File: config.mk
export PLATFORM = sky130hd
export DESIGN_NAME = setting_blitter
export DESIGN_NICKNAME = d
export VERILOG_FILES = /design/src/rtl/setting_blitter.sv
export SDC_FILE = /design/constraint.sdc
export NUM_CORES = 1
export LEC_CHECK = 0
export ABC_AREA = 0
export CAP_MARGIN = 40
export CORE_ASPECT_RATIO = 0.5
export CORE_UTILIZATION = 40
export CTS_BUF_LIST = sky130_fd_sc_hd__clkbuf_4 sky130_fd_sc_hd__clkbuf_8
export DETAILED_ROUTE_END_ITERATION = 7
export PLACE_DENSITY = 0.69
export SYNTH_ARGS = -nofsm -noshare
export SYNTH_HDL_FRONTEND = slang
export SYNTH_SLANG_ARGS = --single-unit
export TNS_END_PERCENT = 5
File: constraint.sdc
create_clock -name clk -period 6.27 [get_ports clk]
set_input_delay 1.254 -clock clk [delete_from_list [all_inputs] [get_ports clk]]
set_output_delay 1.254 -clock clk [all_outputs]
set_load 0.05 [all_outputs]
File: src/rtl/setting_blitter.sv
// Settings sprite blitter: scans the 3x-scaled plus/minus sprite ROM in raster order
// and streams the returned pixels into the framebuffer with edge clipping and colour key.
module setting_blitter #(
    parameter int          SPR_W       = 132,
    parameter int          SPR_H       = 162,
    parameter int          FB_WIDTH    = 320,
    parameter int          FB_HEIGHT   = 240,
    parameter int          ROM_LATENCY = 1,
    parameter logic [15:0] KEY_COLOR   = 16'h0000
) (
    input  logic        clk,
    input  logic        rst,
    input  logic        start,
    input  logic        mode_sel,
    input  logic        key_en,
    input  logic [8:0]  dest_x,
    input  logic [7:0]  dest_y,
    input  logic        abort,
    output logic        rom_mode,
    output logic [7:0]  rom_addr_x,
    output logic [7:0]  rom_addr_y,
    input  logic [15:0] rom_data,
    output logic        fb_we,
    output logic [16:0] fb_addr,
    output logic [15:0] fb_data,
    output logic        busy,
    output logic        done
);

    typedef enum logic [1:0] {
        S_IDLE  = 2'd0,
        S_SCAN  = 2'd1,
        S_DRAIN = 2'd2,
        S_DONE  = 2'd3
    } state_t;

    localparam logic [7:0] X_LAST     = 8'(SPR_W - 1);
    localparam logic [7:0] Y_LAST     = 8'(SPR_H - 1);
    localparam logic [9:0] FB_W_LIM   = 10'(FB_WIDTH);
    localparam logic [8:0] FB_H_LIM   = 9'(FB_HEIGHT);
    localparam logic [1:0] DRAIN_LAST = 2'(ROM_LATENCY);

    // Row-major framebuffer word address, truncated to the 17-bit port.
    function automatic logic [16:0] fb_addr_fn(input logic [9:0] fx, input logic [8:0] fy);
        logic [26:0] lin;
        lin = (27'(fy) * 27'(FB_WIDTH)) + 27'(fx);
        return lin[16:0];
    endfunction

    state_t      state_q, state_d;
    logic [7:0]  rom_x_q, rom_x_d;
    logic [7:0]  rom_y_q, rom_y_d;
    logic        rom_mode_q, rom_mode_d;
    logic        key_en_q, key_en_d;
    logic [8:0]  dest_x_q, dest_x_d;
    logic [7:0]  dest_y_q, dest_y_d;
    logic [1:0]  drain_cnt_q, drain_cnt_d;
    logic        pv_q [ROM_LATENCY];
    logic        pv_d [ROM_LATENCY];
    logic [7:0]  px_q [ROM_LATENCY];
    logic [7:0]  px_d [ROM_LATENCY];
    logic [7:0]  py_q [ROM_LATENCY];
    logic [7:0]  py_d [ROM_LATENCY];
    logic        fb_we_q, fb_we_d;
    logic [16:0] fb_addr_q, fb_addr_d;
    logic [15:0] fb_data_q, fb_data_d;
    logic        busy_q, busy_d;
    logic        done_q, done_d;

    logic        scan_last_s;
    logic        flush_s;
    logic [9:0]  fx_s;
    logic [8:0]  fy_s;
    logic        in_fb_s;
    logic        keyed_s;

    assign scan_last_s = (rom_x_q == X_LAST) && (rom_y_q == Y_LAST);
    // An abort only matters while a blit is actually moving pixels.
    assign flush_s     = abort && ((state_q == S_SCAN) || (state_q == S_DRAIN));

    // State register.
    always_ff @(posedge clk or negedge rst) begin
        if (!rst) begin
            state_q <= S_IDLE;
        end else begin
            state_q <= state_d;
        end
    end

    // Next-state selection.
    always_comb begin
        state_d = state_q;
        case (state_q)
            S_IDLE: begin
                if (start) begin
                    state_d = S_SCAN;
                end else begin
                    state_d = S_IDLE;
                end
            end
            S_SCAN: begin
                if (abort) begin
                    state_d = S_IDLE;
                end else if (scan_last_s) begin
                    state_d = S_DRAIN;
                end else begin
                    state_d = S_SCAN;
                end
            end
            S_DRAIN: begin
                if (abort) begin
                    state_d = S_IDLE;
                end else if (drain_cnt_q == DRAIN_LAST) begin
                    state_d = S_DONE;
                end else begin
                    state_d = S_DRAIN;
                end
            end
            S_DONE: begin
                state_d = S_IDLE;
            end
            default: begin
                state_d = S_IDLE;
            end
        endcase
    end

    // Blit parameter latch, ROM address walk and drain counter.
    always_comb begin
        rom_x_d     = rom_x_q;
        rom_y_d     = rom_y_q;
        rom_mode_d  = rom_mode_q;
        key_en_d    = key_en_q;
        dest_x_d    = dest_x_q;
        dest_y_d    = dest_y_q;
        drain_cnt_d = 2'd0;
        if ((state_q == S_IDLE) && start) begin
            rom_x_d    = 8'd0;
            rom_y_d    = 8'd0;
            rom_mode_d = mode_sel;
            key_en_d   = key_en;
            dest_x_d   = dest_x;
            dest_y_d   = dest_y;
        end else if ((state_q == S_SCAN) && !abort && !scan_last_s) begin
            if (rom_x_q == X_LAST) begin
                rom_x_d = 8'd0;
                rom_y_d = rom_y_q + 8'd1;
            end else begin
                rom_x_d = rom_x_q + 8'd1;
                rom_y_d = rom_y_q;
            end
        end else begin
            rom_x_d = rom_x_q;
            rom_y_d = rom_y_q;
        end
        if (state_q == S_DRAIN) begin
            drain_cnt_d = drain_cnt_q + 2'd1;
        end else begin
            drain_cnt_d = 2'd0;
        end
    end

    // Coordinate delay line that keeps each address aligned with its ROM pixel.
    always_comb begin
        for (int i = 0; i < ROM_LATENCY; i++) begin
            pv_d[i] = 1'b0;
            px_d[i] = px_q[i];
            py_d[i] = py_q[i];
        end
        pv_d[0] = (state_q == S_SCAN) && !flush_s;
        px_d[0] = rom_x_q;
        py_d[0] = rom_y_q;
        for (int i = 1; i < ROM_LATENCY; i++) begin
            pv_d[i] = pv_q[i-1] && !flush_s;
            px_d[i] = px_q[i-1];
            py_d[i] = py_q[i-1];
        end
    end

    assign fx_s    = {2'b00, px_q[ROM_LATENCY-1]} + {1'b0, dest_x_q};
    assign fy_s    = {1'b0, py_q[ROM_LATENCY-1]} + {1'b0, dest_y_q};
    assign in_fb_s = (fx_s < FB_W_LIM) && (fy_s < FB_H_LIM);
    assign keyed_s = key_en_q && (rom_data == KEY_COLOR);

    // Framebuffer write stage plus status flags; address/data hold when no write.
    always_comb begin
        fb_we_d   = 1'b0;
        fb_addr_d = fb_addr_q;
        fb_data_d = fb_data_q;
        if (pv_q[ROM_LATENCY-1] && !flush_s && in_fb_s && !keyed_s) begin
            fb_we_d   = 1'b1;
            fb_addr_d = fb_addr_fn(fx_s, fy_s);
            fb_data_d = rom_data;
        end else begin
            fb_we_d   = 1'b0;
        end
        busy_d = (state_d != S_IDLE);
        done_d = (state_d == S_DONE);
    end

    // Datapath and output registers.
    always_ff @(posedge clk or negedge rst) begin
        if (!rst) begin
            rom_x_q     <= 8'd0;
            rom_y_q     <= 8'd0;
            rom_mode_q  <= 1'b0;
            key_en_q    <= 1'b0;
            dest_x_q    <= 9'd0;
            dest_y_q    <= 8'd0;
            drain_cnt_q <= 2'd0;
            for (int i = 0; i < ROM_LATENCY; i++) begin
                pv_q[i] <= 1'b0;
                px_q[i] <= 8'd0;
                py_q[i] <= 8'd0;
            end
            fb_we_q     <= 1'b0;
            fb_addr_q   <= 17'd0;
            fb_data_q   <= 16'd0;
            busy_q      <= 1'b0;
            done_q      <= 1'b0;
        end else begin
            rom_x_q     <= rom_x_d;
            rom_y_q     <= rom_y_d;
            rom_mode_q  <= rom_mode_d;
            key_en_q    <= key_en_d;
            dest_x_q    <= dest_x_d;
            dest_y_q    <= dest_y_d;
            drain_cnt_q <= drain_cnt_d;
            for (int i = 0; i < ROM_LATENCY; i++) begin
                pv_q[i] <= pv_d[i];
                px_q[i] <= px_d[i];
                py_q[i] <= py_d[i];
            end
            fb_we_q     <= fb_we_d;
            fb_addr_q   <= fb_addr_d;
            fb_data_q   <= fb_data_d;
            busy_q      <= busy_d;
            done_q      <= done_d;
        end
    end

    assign rom_mode   = rom_mode_q;
    assign rom_addr_x = rom_x_q;
    assign rom_addr_y = rom_y_q;
    assign fb_we      = fb_we_q;
    assign fb_addr    = fb_addr_q;
    assign fb_data    = fb_data_q;
    assign busy       = busy_q;
    assign done       = done_q;

endmodule

**Word-level counts from Yosys, hierarchy flattened**

Index checks and enable logic that the tools add are counted.

- Add/subtract/negate cells: 6
- Multiplexer cells: 14
- Order comparisons: 2
- Equality and inequality tests: 7
- Multiply operators: 1
- Reductions and logical operators: 22

Operators with widths:

| kind | number |
|---|---|
| $mux W8 | 6 |
| $add A17 B10 Y17 | 1 |
| $add A8 B1 Y8 const B | 2 |
| $eq A8 B8 Y1 const B | 2 |
| $logic_not A16 Y1 | 1 |
| $logic_and A1 B1 Y1 | 11 |
| $mul A9 B3 Y11 const B | 1 |
| $add A8 B9 Y10 | 1 |
| $lt A10 B9 Y1 const B | 1 |
| $add A8 B8 Y9 | 1 |
| $lt A9 B8 Y1 const B | 1 |
| $mux W2 | 4 |
| $pmux W2 S4 | 1 |
| $eq A2 B2 Y1 const B | 3 |
| $reduce_bool A2 Y1 | 3 |
| $eq A2 B1 Y1 const B | 2 |
| $logic_not A1 Y1 | 4 |
| $mux W1 | 3 |
| $add A2 B1 Y2 const B | 1 |
| $logic_not A2 Y1 | 1 |
| $reduce_and A2 Y1 | 1 |
| $logic_or A1 B1 Y1 | 1 |

- Output and inout bits: 53
- Bits of input ports: 39
- Register bits after elaboration: 92

**Longest topological paths before layout**

- Word-level depth: 8
- Depth in mapped cells: 19

**Worst setup path after synthesis**

Ideal clock, no wire load.

- Path kind: register -> register
- From: register dest_y_q[0]
- To: register fb_addr_q[16], in the netlist fb_addr[16]
- Setup time: 0.125 ns
- Data arrival time: 3.525 ns
- Slack: 2.621 ns
- Buffers on the path: 0
- Data required time: 6.145 ns
- Period minus slack after synthesis: 3.649 ns
- Cell stages (with the launch flop): 18
- Path through: dfrtp_1 -> ha_1 -> inv_1 -> fa_1 -> nor2b_1 -> o31a_1 -> o311a_1 -> nor2_1 -> ha_1 -> ha_1 -> or2_2 -> o311a_1 -> o21ai_0 -> nand2b_1 -> xnor3_1 -> and3b_1 -> xnor2_1 -> mux2_2

- Cells in the longest elaborated chain, start to end: 5

RTL lines:

| item | RTL line | text |
|---|---|---|
| start: declaration | 56 | `logic [7:0] dest_y_q, dest_y_d;` |
| start signal: assignment | 227 | `dest_y_q <= dest_y_d;` |
| $add A8 B8 Y9 * | 181 | `assign fy_s = {1'b0, py_q[ROM_LATENCY-1]} + {1'b0, dest_y_q};` |
| parallel branches: the longest is 4 deep, another holds $add A17 B10 Y17 | -- |  |
| end signal: assignment | 235 | `fb_addr_q <= fb_addr_d;` |
| end: declaration | 65 | `logic [16:0] fb_addr_q, fb_addr_d;` |

Every way passes the cells marked *.
A chain may end at the register's enable or synchronous reset.

**Final worst setup path**

Ends and elaborated chain as after synthesis.

==> impl_metrics.yaml <==
routing:
  vias: 3537
  drtAntennaViolNets: 0
  drt-total-wl_mm: 10.38
  dr.pass1.iters: 4
  drt-initial-drc-count: 165
  drc: 0
  wl_per_cell_um: 14.25
  vias_per_cell: 4.859
grt:
  grt_start_max_net_pins: 42
  grtUsageTotal_pct: 16.85
  grt_pass1_vias: 3426
  grt_pass1_wl_mm: 17.08
  grt_antenna_before_repair: 0
  grt_remaining_overflow: 0
placed_design:
  place_ws_ns: 2.222
  hpwlAfterDp_mm: 7.858
  port_buffers: 91
  gp_congestion: 0.8265
run_status:
  status: "complete, no violations"
setup_path:
  cp_max_fo: 3
  crit_buf_inv: 1
  critical_path.slowest_cell: "dfrtp_1"
  slowest_delay_ns: 0.39
  crit_top_cell: "ha_1"
  endpoint_kind: "flop"
  cp.arrival_ns: 4.24
  critical_path_class: "flop to flop"
  cpLargestDelayFamily: "adder cells"
  startpoint_type: "flop"
  worstPathRequired_ns: 6.53
  worstPathCellList: "ha_1, inv_1, fa_1, nor2b_1, o31a_1, o311a_1, nor2_1, ha_1, ha_1, or2_2, o311a_1, o21ai_0, nand2b_1, xnor3_1, and3b_1, xnor2_1, mux2_2"
synthesis:
  synth_area_per_cell_um2: 10.89
  postSynthCellCount: 462
  ys_warn_count: 0
  synthArstFlopShare_pct: 100.0
  synthFlopType: "dfrtp_1"
  synth_edf_count: 0
  syn_nets: 545
  synth_area_um2: 5030
  seq_area_frac_synth_pct: 45.77
  ys_ff_latch: 92
  synth_cell_types: 51
cts:
  cts_buffer_depth: 2
  clk_pin_slew_ns: 0.10
  numCtsBuffers: 9
  clkSinkCount: 92
  clockRootBuffer: "clkbuf_8"
  cts.repair.resized: 0
  post-cts-setup-buffers: 0
  htree_levels: 3
  cts_tree: "yes"
  clk_latency_ns: 0.37
  cts_hold_buf: 0
floorplan:
  start_util_pct: 41.86
  die_width_um: 160.6
  die_h_um: 81.29
  die_area_um2: 13050
  rows: 28
  core_area_um2: 12020
  ioPinCount: 92
layout:
  diodes: 0
  final_cell_mix: "dfrtp_1 (92), clkdlybuf4s50_1 (90), nand2_1 (67), ha_1 (40), nor2_1 (30)"
  nFillCells: 1043
  drive_gt1_share_pct: 10.48
  finalNetCount: 641
  area_growth_pct: 25.92
  final_common_cell: "dfrtp_1"
power:
  pwr-share-seq_pct: 33.1
  p_int_mw: 1.440
  combPwrFrac_pct: 49.6
  swShare_pct: 40.95
  ir_drop_uv: 264.5
  p_per_area_nw_per_um2: 385.1
  power.switching_mw: 0.9986
  p_leak_nw: 3.036
  power_frac_clock_pct: 17.3
sta:
  setup_ws_ns: 2.295
  tightest_slew_ns: 0.7611
  rsz0062_at_grt: "no"
  timing.final.crit_share_pct: 63.40
  tns_ns: 0
  period_minus_slack_ns: 3.975
  max_freq_mhz: 251.6
  setup_viol: 0
  final_hold_viol_count: 0
  fin_skew_ns: 0.01408
  finalMaxSlewViolations: 0
  max_slew_margin_pct: 49.13
hold_path:
  hp-class: "flop to flop"
job:
  maxCapViolations: 0
## worst paths after layout
kind,cells past startpoint,end,start,slack (ns)
hold reg to reg,1,drain_cnt_q[0],drain_cnt_q[0],0.44
max in group asynchronous,3,fb_addr[11],rst,4.58
setup / recovery,17,fb_addr[16],dest_y_q[0],2.29
min in group asynchronous,1,rom_addr_x[1],rst,0.73
setup reg to reg,17,fb_addr[16],dest_y_q[0],2.29
hold / removal,1,drain_cnt_q[0],drain_cnt_q[0],0.44
## power groups by stage
stage                     combinational, mW  clock, mW  sequential, mW
after global routing                   1.29      0.458           0.826
after global placement                 1.19          0           0.818
after CTS                              1.22      0.437           0.808
final                                  1.21      0.423           0.807
after detailed placement               1.21          0           0.815
after floorplan                       0.505          0            1.17
## sequential cells by signal (all words and copies together) (netlist names)
| name | flops |
|---|---|
| drain_cnt_q | 2 |
| dest_y_q | 8 |
| fb_data | 16 |
| rom_mode | 1 |
| key_en_q | 1 |
| fb_we | 1 |
| rom_addr_y | 8 |
| done | 1 |
| px_q | 8 |
| state_q | 2 |
| busy | 1 |
| dest_x_q | 9 |
| fb_addr | 17 |
| pv_q | 1 |
| py_q | 8 |
| rom_addr_x | 8 |
## cell usage after synthesis (2+ instances only)
cell	count	area share (%)
a211o_1	2	0.35
a211oi_1	2	0.30
a21o_1	4	0.60
a21oi_1	17	1.7
and2_1	2	0.25
and3_1	5	0.62
and3b_1	2	0.35
and4_1	2	0.35
buf_12	2	0.80
clkbuf_1	5	0.37
dfrtp_1	92	46
fa_1	4	1.6
ha_1	40	10
inv_1	24	1.8
mux2_2	4	0.90
mux2_4	27	8.1
mux2i_1	3	0.60
nand2_1	67	5.0
nand2b_1	6	0.75
nand3_1	10	1.0
nand4_1	3	0.37
nor2_1	30	2.2
nor2b_1	6	0.75
nor3_1	9	0.90
nor4_1	2	0.25
nor4b_1	2	0.35
o21a_1	5	0.75
o21ai_0	19	1.9
o21bai_1	4	0.60
o311a_1	2	0.40
o31a_1	3	0.52
o31ai_1	3	0.45
or2_2	4	0.50
or3_1	2	0.25
xnor2_1	20	3.5
xor2_1	13	2.3
## layout make-up
type	instances	area [um^2]	share of cell area (%)
clock buffer	12	152.6	2.410
clock inverter	4	57.56	0.9087
inverter	24	90.09	1.422
multi-input combinational	336	2550	40.26
sequential	92	2302	36.35
tap	165	206.4	3.260
timing repair buffer	95	974.7	15.39
## cell families (layout without fill, tap and decap cells)
| logic type | count (synthesis) | in the layout | share of synthesized area (%) |
|---|---|---|---|
| mux | 34 | 34 | 9.552 |
| simple gates | 156 | 156 | 14.68 |
| buf+inv | 34 | 135 | 3.557 |
| xor+xnor | 34 | 34 | 6.194 |
| compound gates | 67 | 67 | 8.508 |
| fa+ha+maj | 45 | 45 | 11.74 |
| flops | 92 | 92 | 45.77 |
## through the flow
step | instance area [um^2] | std cells | power [mW] | util, % | hold slack [ns]
2_1_floorplan | 5030 | 462 | 1.674 | - | 0.4091
3_3_place_gp | 6065 | 709 | 2.010 | 50.47 | 0.4261
3_5_place_dp | 6123 | 712 | 2.029 | 50.96 | 0.4244
4_1_cts | 6334 | 728 | 2.462 | 52.71 | 0.4424
5_1_grt | 6334 | 728 | 2.572 | 52.71 | 0.4534
6_report | 6334 | 728 | 2.439 | 52.71 | 0.4368
## routing by layer
metal,GRT usage (%),share of wire (%),routed length (um),vias to the layer above
met2,26.15,44,4548,66
met4,4.381,0.63,65,0
met1,23.79,52,5347,1685
met3,3.830,4.0,415,7
met5,0,0,0,-
li1,-,-,-,1779
Power figures use the tool's default switching activity.
